===== src/rtl/pwm_move_scheduler.sv =====
// Queued move-command dispatcher for the PWM channels: pops one command at a time
// and loads frequency, then pulse count, then fires a one-hot start for the target channel.
module pwm_move_scheduler #(
  parameter int NCH     = 16,
  parameter int DEPTH   = 8,
  parameter int ACK_TMO = 16,
  localparam int CW = $clog2(NCH),
  localparam int AW = $clog2(DEPTH),
  localparam int LW = AW + 1,
  localparam int TW = $clog2(ACK_TMO + 1)
) (
  input  logic           clk100m,
  input  logic           rst_n,
  // cmd_valid/cmd_ready: a command transfers on any edge where both are high;
  // cmd_ready never depends on cmd_valid or on a pop in the same cycle.
  input  logic           cmd_valid,
  output logic           cmd_ready,
  input  logic [CW-1:0]  cmd_ch,
  input  logic [31:0]    cmd_freq,
  input  logic [31:0]    cmd_pnum,
  input  logic [NCH-1:0] ch_busy,
  input  logic [NCH-1:0] limit_hit,
  input  logic           abort,
  output logic           freq_wr,
  output logic           pnum_wr,
  output logic [CW-1:0]  wr_ch,
  output logic [31:0]    wr_data,
  output logic [NCH-1:0] start_pulse,
  output logic [LW-1:0]  fifo_level,
  output logic [15:0]    drop_cnt,
  output logic           err_tmo,
  output logic           sched_idle,
  output logic [2:0]     dbg_state
);

  typedef enum logic [2:0] {
    S_IDLE, S_CHECK, S_WR_FREQ, S_WR_PNUM, S_START, S_WAIT_ACK
  } state_t;

  logic [CW-1:0] ch_mem   [DEPTH];
  logic [31:0]   freq_mem [DEPTH];
  logic [31:0]   pnum_mem [DEPTH];

  state_t         state_q, state_d;
  logic [AW-1:0]  wr_ptr_q, wr_ptr_d, rd_ptr_q, rd_ptr_d;
  logic [LW-1:0]  count_q, count_d;
  logic [CW-1:0]  lat_ch_q, lat_ch_d;
  logic [31:0]    lat_pnum_q, lat_pnum_d;
  logic [TW-1:0]  tmo_q, tmo_d;
  logic [15:0]    drop_q, drop_d;
  logic           err_q, err_d;
  logic           freq_wr_q, freq_wr_d, pnum_wr_q, pnum_wr_d;
  logic [CW-1:0]  wr_ch_q, wr_ch_d;
  logic [31:0]    wr_data_q, wr_data_d;
  logic [NCH-1:0] start_q, start_d;

  logic          full, empty, push, pop;
  logic [CW-1:0] head_ch;
  logic [31:0]   head_freq, head_pnum;

  assign full      = (count_q == LW'(DEPTH));
  assign empty     = (count_q == '0);
  assign cmd_ready = !full && !abort;
  assign push      = cmd_valid && cmd_ready;
  assign head_ch   = ch_mem[rd_ptr_q];
  assign head_freq = freq_mem[rd_ptr_q];
  assign head_pnum = pnum_mem[rd_ptr_q];

  always_comb begin
    state_d    = state_q;
    pop        = 1'b0;
    lat_ch_d   = lat_ch_q;
    lat_pnum_d = lat_pnum_q;
    tmo_d      = tmo_q;
    drop_d     = drop_q;
    err_d      = err_q;
    freq_wr_d  = 1'b0;
    pnum_wr_d  = 1'b0;
    wr_ch_d    = '0;
    wr_data_d  = '0;
    start_d    = '0;
    // Outputs are registered, so each strobe is computed on the transition into its state.
    case (state_q)
      S_IDLE: if (!empty) state_d = S_CHECK;
      S_CHECK: begin
        if (head_pnum == '0) begin
          pop     = 1'b1;
          state_d = S_IDLE;
        end else if (limit_hit[head_ch]) begin
          pop     = 1'b1;
          if (drop_q != 16'hFFFF) drop_d = drop_q + 16'd1;
          state_d = S_IDLE;
        end else if (!ch_busy[head_ch]) begin
          pop        = 1'b1;
          lat_ch_d   = head_ch;
          lat_pnum_d = head_pnum;
          freq_wr_d  = 1'b1;
          wr_ch_d    = head_ch;
          wr_data_d  = head_freq;
          state_d    = S_WR_FREQ;
        end
      end
      S_WR_FREQ: begin
        pnum_wr_d = 1'b1;
        wr_ch_d   = lat_ch_q;
        wr_data_d = lat_pnum_q;
        state_d   = S_WR_PNUM;
      end
      S_WR_PNUM: begin
        start_d = NCH'(1) << lat_ch_q;
        state_d = S_START;
      end
      S_START: begin
        tmo_d   = '0;
        state_d = S_WAIT_ACK;
      end
      S_WAIT_ACK: begin
        if (ch_busy[lat_ch_q]) begin
          state_d = S_IDLE;
        end else if (tmo_q == TW'(ACK_TMO - 1)) begin
          err_d   = 1'b1;
          state_d = S_IDLE;
        end else begin
          tmo_d = tmo_q + TW'(1);
        end
      end
      default: state_d = S_IDLE;
    endcase

    wr_ptr_d = push ? wr_ptr_q + AW'(1) : wr_ptr_q;
    rd_ptr_d = pop  ? rd_ptr_q + AW'(1) : rd_ptr_q;
    count_d  = count_q;
    if (push && !pop) count_d = count_q + LW'(1);
    if (pop && !push) count_d = count_q - LW'(1);

    // abort wins over everything; a start already on the wire is not recalled.
    if (abort) begin
      state_d   = S_IDLE;
      err_d     = 1'b0;
      freq_wr_d = 1'b0;
      pnum_wr_d = 1'b0;
      wr_ch_d   = '0;
      wr_data_d = '0;
      start_d   = '0;
      wr_ptr_d  = '0;
      rd_ptr_d  = '0;
      count_d   = '0;
    end
  end

  always_ff @(posedge clk100m or negedge rst_n) begin
    if (!rst_n) begin
      state_q    <= S_IDLE;
      wr_ptr_q   <= '0;
      rd_ptr_q   <= '0;
      count_q    <= '0;
      lat_ch_q   <= '0;
      lat_pnum_q <= '0;
      tmo_q      <= '0;
      drop_q     <= '0;
      err_q      <= 1'b0;
      freq_wr_q  <= 1'b0;
      pnum_wr_q  <= 1'b0;
      wr_ch_q    <= '0;
      wr_data_q  <= '0;
      start_q    <= '0;
    end else begin
      state_q    <= state_d;
      wr_ptr_q   <= wr_ptr_d;
      rd_ptr_q   <= rd_ptr_d;
      count_q    <= count_d;
      lat_ch_q   <= lat_ch_d;
      lat_pnum_q <= lat_pnum_d;
      tmo_q      <= tmo_d;
      drop_q     <= drop_d;
      err_q      <= err_d;
      freq_wr_q  <= freq_wr_d;
      pnum_wr_q  <= pnum_wr_d;
      wr_ch_q    <= wr_ch_d;
      wr_data_q  <= wr_data_d;
      start_q    <= start_d;
    end
  end

  always_ff @(posedge clk100m) begin
    if (push) begin
      ch_mem[wr_ptr_q]   <= cmd_ch;
      freq_mem[wr_ptr_q] <= cmd_freq;
      pnum_mem[wr_ptr_q] <= cmd_pnum;
    end
  end

  assign freq_wr     = freq_wr_q;
  assign pnum_wr     = pnum_wr_q;
  assign wr_ch       = wr_ch_q;
  assign wr_data     = wr_data_q;
  assign start_pulse = start_q;
  assign fifo_level  = count_q;
  assign drop_cnt    = drop_q;
  assign err_tmo     = err_q;
  assign sched_idle  = (state_q == S_IDLE) && empty;
  assign dbg_state   = state_q;

endmodule


===== config.mk =====
export PLATFORM = sky130hd
export DESIGN_NAME = pwm_move_scheduler
export DESIGN_NICKNAME = d
export VERILOG_FILES = /design/src/rtl/pwm_move_scheduler.sv
export SDC_FILE = /design/constraint.sdc
export NUM_CORES = 1
export LEC_CHECK = 0
export CAP_MARGIN = 0
export CORE_MARGIN = 2
export CORE_UTILIZATION = 50
export DETAILED_ROUTE_END_ITERATION = 7
export GPL_TIMING_DRIVEN = 0
export PLACE_DENSITY_LB_ADDON = 0.25
export RECOVER_POWER = 25
export SYNTH_ARGS = -nofsm -noshare
export SYNTH_HDL_FRONTEND = slang
export SYNTH_SLANG_ARGS = --single-unit
export TNS_END_PERCENT = 30

===== constraint.sdc =====
create_clock -name clk100m -period 20.2 [get_ports clk100m]
set_input_delay 4.04 -clock clk100m [delete_from_list [all_inputs] [get_ports clk100m]]
set_output_delay 4.04 -clock clk100m [all_outputs]
set_load 0.01 [all_outputs]

Word-level counts from Yosys, hierarchy flattened

Memories as Yosys holds them, arrays and structs flattened.
Index checks and enable logic that the tools add are counted.

Shifts and indexed selects: 1
Bitwise gates (word level): 3
Equal/unequal tests: 14
Multiplexer cells: 52
Add/sub/neg operators: 6
Reduce and logical (&&, ||, !) cells: 23
$lt $le $gt $ge: 2

Operators with widths:

| kind                  | count |
|---|---|
| $mux 32               | 4 |
| $pmux 32 s2           | 1 |
| $mux 3                | 11 |
| $logic_not 32->1      | 1 |
| $mux 16               | 2 |
| $mux 4                | 7 |
| $mux 1                | 19 |
| $pmux 3 s6            | 1 |
| $add 16x1->16 const B | 1 |
| $ne 16x16->1 const B  | 1 |
| $shl 1x4->16 const A  | 1 |
| $bmux 1 s4            | 3 |
| $lt 4x5->1 const B    | 2 |
| $mux 5                | 2 |
| $pmux 5 s2            | 1 |
| $reduce_bool 2->1     | 5 |
| $reduce_and 3->1      | 3 |
| $pmux 4 s2            | 1 |
| $reduce_and 4->1      | 2 |
| $add 3x1->3 const B   | 2 |
| $eq 3x2->1 const B    | 2 |
| $eq 3x3->1 const B    | 2 |
| $ne 2x2->1 const B    | 3 |
| $add 5x1->5 const B   | 1 |
| other kinds (14)      | 23 |

Bits in writable memories: 544
Output and inout port bits: 80
Memories: 3
Bits in registers: 125

Memories:

| name     | depth | bits a word | rd ports | clocked after Yosys merged registers in | write ports | RTL line | text |
|---|---|---|---|---|---|---|---|
| freq_mem | 8     | 32          | 1        | 0                                       | 1           | 41       | `logic [31:0] freq_mem [DEPTH];` |
| pnum_mem | 8     | 32          | 1        | 0                                       | 1           | 42       | `logic [31:0] pnum_mem [DEPTH];` |
| ch_mem   | 8     | 4           | 1        | 0                                       | 1           | 40       | `logic [CW-1:0] ch_mem [DEPTH];` |

Depth between registers and ports, before layout

An unclocked memory read counts as a cell.

Depth after elaboration: 12
Gate-level depth with buffers: 19
Mapped depth without buffers: 15

Worst setup path after synthesis

Ideal clock, no wire load.

Path type: input to register
Start: in abort
End: mem ch_mem[2][0] (netlist name) (enable)
Setup slack: 7750 ps
Data arrival time: 11765 ps
Path buffers: 1
Stages: 4
Library setup time: 685 ps
Cell sequence: clkbuf_1 -> a21oi_1 -> nand2_1 -> nor4b_1

Cells in the longest elaborated chain, start to end: 5

Ends and longest elaborated chain:

| what                         | RTL line | text |
|---|---|---|
| start, declared              | 23       | `input logic abort,` |
| $logic_not 1->1              | 63       | `assign cmd_ready = !full && !abort;` |
| $logic_and 1x1->1            | 63       |  |
| via cmd_ready                | 17       | `output logic cmd_ready,` |
| $logic_and 1x1->1            | 64       | `assign push = cmd_valid && cmd_ready;` |
| $mux 1                       | 186      | `if (push) begin` |
| $mux 1 (implied by the code) | 187      | `ch_mem[wr_ptr_q] <= cmd_ch;` |
| end, declared                | 40       |  |

The timed path passes the listed nets, and every way through them passes these cells.

Worst setup path after layout

Start: in abort
End: out cmd_ready

Cells in the longest elaborated chain, start to end: 2

Ends and longest elaborated chain:

| what              | RTL line |
|---|---|
| $logic_not 1->1   | 63 |
| $logic_and 1x1->1 | 63 |
| end, declared     | 17 |

Every way passes these cells.

==> flow_metrics.tcl <==
set metrics [dict create \
    pre_cts_slack_ns 11.08 \
    overflow 0 \
    setup_viol_count_final 0 \
    worst-setup-path-type "primary input to output port" \
    rows 83 \
    ir_drop_uv 71.30 \
    path_clk_slew_ns 0.05 \
    synth_edf_count 544 \
    stdcell_count 2441 \
    hpwl_mm 43.89 \
    via_count 14250 \
    hold_depth 2 \
    endpoint_kind "output port" \
    io_pins 184 \
    violations "capacitance limit, slew limit" \
    worst_pin_slew_ns 3.687 \
    dr.pass1.iters 5 \
    setup_ws_ns 11.06 \
    cts_hold_buf 0 \
    finClkSkew_ns 0.01757 \
    r2r_start "rd_ptr_q[1]$_DFFE_PN0P_" \
    power_density_mw_per_mm2 115.3 \
    cts_num_sinks 669 \
    drive_gt1_frac 0.2112 \
    vias_per_cell 5.837 \
    rsz0062_at_grt "no" \
    gp_congestion 0.8100 \
    grt_use_total 0.2334 \
    die_w_um 233.1 \
    fin_crit_sh 0.4525 \
    core_area_mm2 0.05161 \
    cts_root_buf "clkbuf_16" \
    fin_crit_ns 9.140 \
    hold_path_startpoint "tmo_q[4]$_DFFE_PN0P_" \
    final-hold-violation-count 0 \
    die-area_mm2 0.05433 \
    drt_iter0_drc 1412 \
    ys_warn_count 0 \
    drc 0 \
    htree_levels 3 \
    ys_ff_latch 669 \
    grt_max_degree 72 \
    syn-num-nets 1483 \
    wirelength_mm 61.79 \
    cts_tree "yes" \
    wl_per_cell_um 25.32 \
    drv_cap 2 \
    clk_latency_ns 0.62 \
    startpoint_type "primary input" \
    cts-resized-gates 0 \
    place_inst 2311 \
    r2r_cells 17 \
    fmax_ghz 0.1094 \
    hp-class "register to register" \
    postCtsSetupRepairBufs 0 \
    critPathRequiredTime_ns 16.16 \
    r2r_slack_ns 14.86 \
    cts_buffer_depth 3 \
    final_max_slew_viol_count 128 \
    syn_area_per_cell_um2 19.14 \
    grt_pass1_wl_mm 92.01 \
    ant_nets 0 \
    synth_area_mm2 0.02624 \
    antenna_found_initial 13 \
    io_buffer_count 182 \
    status "finished, violations left" \
    cp_max_fo 8 \
    whs_endpoint "tmo_q[4]$_DFFE_PN0P_" \
    synth_ff_type "edfxtp_1" \
    crit_arrival_ns 5.10 \
    r2r_end "fifo_level[3]$_DFFE_PN0P_" \
    power.leakage_nw 10.81 \
    max_slew_margin -1.458 \
    synthArstFlopShare 0.1868 \
    yosysUniqueCellTypes 57 \
    area_delta_synth_final_pct 21.61 \
    final.setup.tns_ns 0 \
    start_util 0.5084 \
    cts_made_buffers 69 \
    die_h_um 233.1 \
    yosysSeqAreaShare 0.7417 \
    syn_inst 1371 \
    grt_pass1_vias 14680 \
    final_nets 1814 \
]
[stage by stage]
stage / util / instance area, um2 / total power, mW / hold slack, ns
3_5_place_dp: 0.5773 / 29800 / 2.505 / 0.4713
6_report: 0.6183 / 31910 / 3.679 / 0.4771
3_3_place_gp: 0.5602 / 28910 / 2.482 / 0.4673
4_1_cts: 0.6187 / 31930 / 3.708 / 0.4826
2_1_floorplan: - / 26240 / 2.209 / 0.4498
5_1_grt: 0.6182 / 31910 / 3.821 / 0.4987
[cell families (layout without fill, tap and decap cells)]
group                      count (synthesis)  count (layout)  synth area share
AOI/OAI and AO/OA                        113             113           0.02952
xor gates and xnor gates                  20              20          0.006675
adders and majority gates                  8               8          0.004100
buffers and inverters                     78             464           0.01492
DFF                                      669             669            0.7417
muxes                                    237             237            0.1575
other                                      0               4                 0
and+or+nand+nor                          246             246           0.04558
[cell type report]
class / count / area, um2
fillers: 3637 / 19700
flip-flops and latches: 669 / 19460
multi-input cells: 624 / 6432
repair buffers: 260 / 2626
clock buffers: 90 / 1856
well taps: 680 / 850.8
plain buffers: 68 / 354.1
clock inverters: 36 / 282.8
inverters: 10 / 37.54
diodes: 4 / 10.01
[flip-flops by register name, indices dropped and copies added, names as in the netlist, 3 cells and up]
name         flops
freq_mem       256
wr_ptr_q         3
fifo_level       4
rd_ptr_q         3
start_pulse     16
dbg_state        3
lat_pnum_q      32
drop_cnt        16
wr_ch            4
pnum_mem       256
tmo_q            5
ch_mem          32
lat_ch_q         4
wr_data         32
[routing by layer]
metal,GRT usage,vias to the layer above,routed length [um]
met3,0.05359,118,4399
li1,-,6173,-
met4,0.07524,12,1564
met5,0,-,69
met1,0.3243,7433,26000
met2,0.3695,512,29760
[synth_stat cells (all sizes together) (5+ instances only)]
cell,n,area [um2]
a22oi,7,62.56
o21ai,43,215.2
ha,7,87.58
mux2i,91,923.4
nand2b,8,50.05
edfxtp,544,16340
nor2b,6,37.54
nand4,5,31.28
nand3,18,90.09
dfrtp,125,3128
a21oi,13,65.06
nor3b,6,45.04
xor2,16,140.1
inv,10,37.53
a2bb2oi,32,280.3
clkbuf,24,90.09
or3,5,31.28
nor2,72,270.3
nor4,20,131.4
nand2,67,254.0
mux2,7,78.83
mux4,139,3131
nor3,20,100.1
buf,44,264.0
[critical path, cell delays in order]
cell and delay [ns]:
clkbuf_1 0.18, a21oi_1 0.29, clkdlybuf4s50_1 0.59
[worst max-delay path by stage]
stage / start / to
2_1_floorplan: abort / ch_mem[2][0]$_DFFE_PP_
3_3_place_gp: cmd_valid / pnum_mem[2][7]$_DFFE_PP_
3_5_place_dp: abort / cmd_ready
4_1_cts: abort / cmd_ready
5_1_grt: rst_n / lat_pnum_q[10]$_DFFE_PN0P_
6_report: abort / cmd_ready
[placed cells by master, fill, tap and decap left out, types with 5 or more instances in the layout]
cell type        netlist  final
clkdlybuf4s50_1        0    144
mux2_2                 7      7
buf_2                 22     22
buf_8                  0      6
clkinv_1               0     13
ha_1                   7      7
nor3_1                20     18
buf_4                  3     34
mux2i_1               90     90
nand2b_1               8      8
nand4_1                5      5
xor2_1                16     16
a21oi_1               13     13
inv_1                  9      9
a22oi_1                5      5
dlygate4sd3_1          0     37
clkbuf_16              0     69
nor4_1                19     18
nor2b_1                6      6
a2bb2oi_1             32     32
or3_1                  5      5
o21ai_0               35     34
mux4_2               139    139
clkbuf_8               0      5
clkinv_2               0     11
buf_1                 11     11
nand3_1               18     18
dfrtp_1              125    125
clkbuf_1              24     42
nor2_1                72     71
buf_6                  8     45
o21ai_1                8      9
edfxtp_1             544    544
nand2_1               66     66
[power breakdown]
group	internal, mW	switching (mW)
registers	1.59	0.0589
clock network	0.681	0.528
logic	0.383	0.443
Power figures use the tool's default switching activity.
